$ cat src/rtl/regfile_pkg.sv
`default_nettype none
// +----------------------------------------------------------------------+
// | Module : regfile_pkg                                                 |
// | Purpose: Shared types for the scoreboarded register file: the bulk   |
// |          clear FSM state encoding.                                   |
// | Ports  : none (package)                                              |
// | Rev    : 1.0  initial release                                        |
// +----------------------------------------------------------------------+
package regfile_pkg;

  // Bulk-clear controller states, explicit 1-bit encoding.
  typedef enum logic [0:0] {
    IDLE  = 1'b0,
    CLEAR = 1'b1
  } clr_state_e;

endpackage
`default_nettype wire

$ cat src/rtl/regfile_clr_ctl.sv
`default_nettype none
// +----------------------------------------------------------------------+
// | Module : regfile_clr_ctl                                             |
// | Purpose: Bulk-clear sequencer. On clr_req walks an index from 0 to   |
// |          2**ADDR_W-1, one register per cycle, then returns to IDLE.  |
// | Ports  : clk      - clock, rising edge                               |
// |          rst_n    - asynchronous active-low reset                    |
// |          clr_req  - start a bulk clear (ignored while busy)          |
// |          busy     - 1 while the clear is in progress                 |
// |          clr_done - 1 in the final clear cycle                       |
// |          clr_idx  - register being cleared this cycle                |
// | Rev    : 1.0  initial release                                        |
// +----------------------------------------------------------------------+
module regfile_clr_ctl
  import regfile_pkg::*;
#(
  parameter int ADDR_W = 3
) (
  input  logic              clk,
  input  logic              rst_n,
  input  logic              clr_req,
  output logic              busy,
  output logic              clr_done,
  output logic [ADDR_W-1:0] clr_idx
);

  localparam logic [ADDR_W-1:0] LAST_IDX = {ADDR_W{1'b1}};

  clr_state_e        state_q, state_d;
  logic [ADDR_W-1:0] idx_q, idx_d;

  // State register
  always_ff @(posedge clk or negedge rst_n) begin
    if (!rst_n) begin
      state_q <= IDLE;
      idx_q   <= '0;
    end else begin
      state_q <= state_d;
      idx_q   <= idx_d;
    end
  end

  // Next-state logic. The index is held at 0 in IDLE and reset to 0 on
  // exit, so it never wraps past the last register.
  always_comb begin
    state_d = state_q;
    idx_d   = idx_q;
    case (state_q)
      IDLE: begin
        idx_d = '0;
        if (clr_req) state_d = CLEAR;
      end
      CLEAR: begin
        if (idx_q == LAST_IDX) begin
          state_d = IDLE;
          idx_d   = '0;
        end else begin
          idx_d = idx_q + ADDR_W'(1);
        end
      end
      default: begin
        state_d = IDLE;
        idx_d   = '0;
      end
    endcase
  end

  // Outputs
  always_comb begin
    busy     = (state_q == CLEAR);
    clr_done = (state_q == CLEAR) && (idx_q == LAST_IDX);
    clr_idx  = idx_q;
  end

endmodule
`default_nettype wire

$ cat src/rtl/regfile_sb.sv
`default_nettype none
// +----------------------------------------------------------------------+
// | Module : regfile_sb                                                  |
// | Purpose: 1W/2R register file with write-to-read bypass, a per-       |
// |          register pending (scoreboard) bit and a sequential bulk     |
// |          clear.                                                      |
// | Ports  : clk, rst_n          - clock / async active-low reset        |
// |          we, waddr, wdata    - write port                            |
// |          raddr1/2            - read addresses                        |
// |          rdata1/2, rvalid1/2 - combinational read data / not-pending |
// |          rsv_en, rsv_addr    - reserve (mark pending) request        |
// |          clr_req             - bulk clear request                    |
// |          busy, clr_done      - clear in progress / final clear cycle |
// | Rev    : 1.0  initial release                                        |
// +----------------------------------------------------------------------+
module regfile_sb
  import regfile_pkg::*;
#(
  parameter int DATA_W   = 8,
  parameter int ADDR_W   = 3,
  parameter int ZERO_REG = 1
) (
  input  logic              clk,
  input  logic              rst_n,
  input  logic              we,
  input  logic [ADDR_W-1:0] waddr,
  input  logic [DATA_W-1:0] wdata,
  input  logic [ADDR_W-1:0] raddr1,
  input  logic [ADDR_W-1:0] raddr2,
  output logic [DATA_W-1:0] rdata1,
  output logic [DATA_W-1:0] rdata2,
  output logic              rvalid1,
  output logic              rvalid2,
  input  logic              rsv_en,
  input  logic [ADDR_W-1:0] rsv_addr,
  input  logic              clr_req,
  output logic              busy,
  output logic              clr_done
);

  localparam int DEPTH = 2 ** ADDR_W;

  logic [DATA_W-1:0] regs_q [DEPTH];
  logic [DEPTH-1:0]  pend_q, pend_d;
  logic [ADDR_W-1:0] clr_idx;
  logic              wr_ok;
  logic              rsv_ok;

  regfile_clr_ctl #(
    .ADDR_W (ADDR_W)
  ) u_clr_ctl (
    .clk      (clk),
    .rst_n    (rst_n),
    .clr_req  (clr_req),
    .busy     (busy),
    .clr_done (clr_done),
    .clr_idx  (clr_idx)
  );

  // Writes and reserves are only honoured in IDLE and never target the
  // hardwired zero register.
  assign wr_ok  = we     && !busy && !((ZERO_REG != 0) && (waddr    == '0));
  assign rsv_ok = rsv_en && !busy && !((ZERO_REG != 0) && (rsv_addr == '0));

  // A clear that coincides with clr_req's IDLE cycle is not yet busy, so the
  // same-cycle write lands first and the clear overwrites it later.
  always_ff @(posedge clk or negedge rst_n) begin
    if (!rst_n) begin
      for (int i = 0; i < DEPTH; i++) regs_q[i] <= '0;
    end else if (busy) begin
      regs_q[clr_idx] <= '0;
    end else if (wr_ok) begin
      regs_q[waddr] <= wdata;
    end
  end

  // Reserve is applied after the write-clear so it wins on an address tie.
  always_comb begin
    pend_d = pend_q;
    if (busy) begin
      pend_d[clr_idx] = 1'b0;
    end else begin
      if (wr_ok)  pend_d[waddr]    = 1'b0;
      if (rsv_ok) pend_d[rsv_addr] = 1'b1;
    end
  end

  always_ff @(posedge clk or negedge rst_n) begin
    if (!rst_n) pend_q <= '0;
    else        pend_q <= pend_d;
  end

  // Read ports. Reset is gated in explicitly so a write presented during
  // reset cannot leak through the bypass path.
  always_comb begin
    rdata1  = regs_q[raddr1];
    rvalid1 = ~pend_q[raddr1];
    if (!rst_n) begin
      rdata1  = '0;
      rvalid1 = 1'b1;
    end else if (busy) begin
      rdata1  = '0;
      rvalid1 = 1'b0;
    end else if (wr_ok && (waddr == raddr1)) begin
      rdata1  = wdata;
      rvalid1 = 1'b1;
    end
  end

  always_comb begin
    rdata2  = regs_q[raddr2];
    rvalid2 = ~pend_q[raddr2];
    if (!rst_n) begin
      rdata2  = '0;
      rvalid2 = 1'b1;
    end else if (busy) begin
      rdata2  = '0;
      rvalid2 = 1'b0;
    end else if (wr_ok && (waddr == raddr2)) begin
      rdata2  = wdata;
      rvalid2 = 1'b1;
    end
  end

endmodule
`default_nettype wire
$ cat config.mk
export PLATFORM = sky130hd
export DESIGN_NAME = regfile_sb
export DESIGN_NICKNAME = d
export VERILOG_FILES = /design/src/rtl/regfile_pkg.sv /design/src/rtl/regfile_clr_ctl.sv /design/src/rtl/regfile_sb.sv
export SDC_FILE = /design/constraint.sdc
export NUM_CORES = 1
export LEC_CHECK = 0
export BUFFER_PORTS_ARGS = -buffer_cell sky130_fd_sc_hd__buf_2
export CORE_ASPECT_RATIO = 1.75
export CORE_MARGIN = 10
export CORE_UTILIZATION = 39
export CTS_BUF_LIST = sky130_fd_sc_hd__clkbuf_4
export CTS_CLUSTER_SIZE = 28
export DETAILED_ROUTE_END_ITERATION = 8
export PLACE_DENSITY_LB_ADDON = 0.08
export SETUP_SLACK_MARGIN = 0.4
export SYNTH_ARGS = -nofsm -noshare
export SYNTH_HDL_FRONTEND = slang
export SYNTH_SLANG_ARGS = --single-unit
$ cat constraint.sdc
create_clock -name clk -period 2 [get_ports clk]
set_input_delay 0.3 -clock clk [delete_from_list [all_inputs] [get_ports clk]]
set_output_delay 0.3 -clock clk [all_outputs]
set_load 0.1 [all_outputs]
==> summary.txt <==
Synth
  • EDFF count, synth: 0
  • Mapped cell area: 4424 µm²
  • Post-synthesis sequential area ratio: a little over two fifths
  • Unique masters post-synth: 43
  • Post-Syn Instances: between 300 and 400
  • Syn_area_per_cell: between 10 and 15 µm²
  • Synth Warn #: 0
  • Async S/R FF share, synth: 100.0%
  • Post-synthesis register bit count: 76
  • Main synth FF type: dfrtp_1
  • Syn nets: roughly 340

Critical path
  • WS Path Type: flop to output port
  • Worst Setup Start Kind: flop
  • CP Data Required Time: 1.70 ns
  • WP data arrival: 2.03 ns
  • Worst Path Max Fanout: 3
  • Crit. End Element: output port

Global route
  • Total Routing Usage GR: 18.20%
  • First-pass GRT wire length: 22,140 µm
  • Grt ovf: 0
  • Largest net degree at the start of global routing: 65
  • Vias in the first global route: 3,593
  • Initial antenna violation count: 1

Outcome
  • Status: complete, but fails checks
  • Failing checks: negative setup slack

STA
  • Final Worst Setup Slack: -0.3263 ns
  • Min Clock Period, post-route: roughly 2.3 ns
  • Final clock skew: between 0.01 and 0.015 ns
  • Final slew viol count: 0
  • Final period util: 116.3%
  • Fmax: around 430 MHz
  • RSZ-0062 raised after global routing: yes
  • Slew HR: 45.86%
  • Worst Max-Slew Pin Slew: 0.8121 ns
  • Final Hold Viols: 0
  • Final Setup Violations: 18

CTS
  • H-tree depth: 3
  • Clock tree buffer depth: 2
  • Clock Sinks: 76
  • Clk root buf: clkbuf_4
  • CTS buffer count: 9
  • CTS tree: built
  • Clk Latency, worst-skew pair: 0.45 ns
  • Reg clk slew, reported paths: 0.12 ns

Hold path
  • Worst hold path type: primary input to flop

Finish
  • Final non-filler cell total: 536
  • Commonest non-fill, non-tap cell in the layout: dfrtp_1
  • Finished Cell Area: 5936 µm²
  • Area growth from synthesis to layout: 34.16%
  • Nets@finish: 425
  • Fill cells: 951
  • Commonest non-fill, non-tap cells in the layout: 72 x dfrtp_1, 61 x a22o_1, 36 x buf_4
  • Share of layout cells above drive strength 1: 50.12%

Place
  • DP Worst Slack: -0.07651 ns
  • Placer congestion estimate: roughly 0.82
  • Dpl cells: 508
  • Port buffer count: between 40 and 50
  • Area of placed instances: 5529 µm²
  • HPWL after detailed placement: ~10000 µm

Route
  • # DRC: 0
  • Starting DRC count in detailed routing: 195
  • Routed via count: 3,268
  • Wire length per cell: between 20 and 30 µm
  • Drt via density: 6.097
  • Final wirelength: 13,980 µm
  • Drt pass-1 iters: 4
  • Post-DRT Antenna Nets: 0

Floorplanning
  • Die Wd: 100.5 µm
  • Die Ht: roughly 160 µm
  • Initial core utilization: about two fifths
  • Core area: ~11,000 µm²
  • Num rows: 51
  • Io pins: 45
  • DIE AREA: 16,170 µm²

Job
  • Max-Cap Viols: 0

Power
  • Leak Pwr: 2.604 nW
  • VDD IR max: between 0.7 and 0.8 mV
  • Pwr/cell area: 1111 nW/µm²
[per-layer routing]
metal | vias to the layer above | GRT usage, % | wire (µm)
met5 | - | 0 | 0
met4 | 0 | 9.097 | 416
met3 | 31 | 3.522 | 732
met2 | 104 | 30.46 | 7536
met1 | 1702 | 21.40 | 5297
li1 | 1431 | - | -
[final cells by class]
cell class,instances,area [µm²],area share (%)
multi-input cells,210,2590,43.63
inverters,1,8.758,0.1476
flip-flops and latches,76,1909,32.17
repair buffers,100,1077,18.15
diodes,1,2.502,0.04216
clock buffers,9,67.56,1.138
clock inverters,7,115.1,1.939
well taps,132,165.2,2.782
[cell usage after synthesis, types with 4 or more instances]
cell type  number  area (µm²)
buf_1           8       30.03
mux4_2         34       765.7
o211a_1        16       160.2
mux2i_1        16       160.2
xnor2_1         6       52.55
nor2b_1        14       87.58
buf_6           5       56.30
o21ai_0        11       55.05
buf_2           9       45.04
nor2_1          4       15.01
o21ai_1         6       30.03
a22o_1         61       534.3
dfrtp_1        76        1902
[through the flow]
step	total power, W	util [%]	setup TNS, ns	hold WS (ns)
after floorplan	0.004254	-	-0.1872	0.004409
after global placement	0.005081	49.80	-0.7999	0.3175
after detailed placement	0.005119	49.80	-0.7564	0.3127
after CTS	0.006594	53.05	-5.855	0.04712
after global routing	0.006984	53.46	-6.065	0.1128
final	0.006595	53.46	-4.692	0.08509
[path summary, 6_finish.rpt]
path                                      from             end  slack, ns  cells after the start
worst max-delay path                 pend_q[5]         rvalid2      -0.33                      4
worst min-delay path                   clr_req  u_clr_ctl.busy       0.09                      3
worst max register to register  u_clr_ctl.busy       regs_q[9]       0.24                      5
worst min register to register      regs_q[15]      regs_q[15]       0.53                      1
max in group asynchronous                rst_n  u_clr_ctl.busy       1.00                      3
min in group asynchronous                rst_n      regs_q[37]       0.22                      3
[critical path, stage by stage, from the launching register on]
cell and delay (ns):
dfrtp_1 0.41, mux4_2 0.48, mux2_4 0.30, o211ai_4 0.20
buf_12 0.20
[state kept, by name, summed over array words and instances (netlist names)]
| register | count |
|---|---|
| regs_q | 64 |
| u_clr_ctl.clr_idx | 3 |
| u_clr_ctl.busy | 1 |
| pend_q | 8 |
[timing repair]
item                                    4_1_cts  5_1_grt
endpoints found under the hold margin        12        0
endpoints found under the setup margin       83       83
buffers inserted                              7        3
hold buffers                                  1        0
gates resized for setup                      33       10
pin swaps                                     8        2
[kinds of logic (layout without fill, tap and decap cells)]
logic type | Yosys count | count (layout) | share of synthesized area (%)
flip-flops | 76 | 76 | 42.99
other | 0 | 1 | 0
AND/OR/NAND/NOR | 42 | 42 | 7.438
AO/OA/AOI/OAI | 106 | 106 | 21.27
XOR/XNOR | 6 | 6 | 1.188
adder cells (fa/ha/maj) | 2 | 2 | 0.5655
buffers and inverters | 28 | 117 | 3.931
multiplexers | 54 | 54 | 22.62
[power breakdown]
group          switching [W]  internal, W  leakage, nW
combinational        0.00144      0.00146         1.48
clock               0.000581     0.000628       0.0936
sequential          0.000431      0.00205         1.03
No activity file was read; power rests on OpenSTA's default activity.
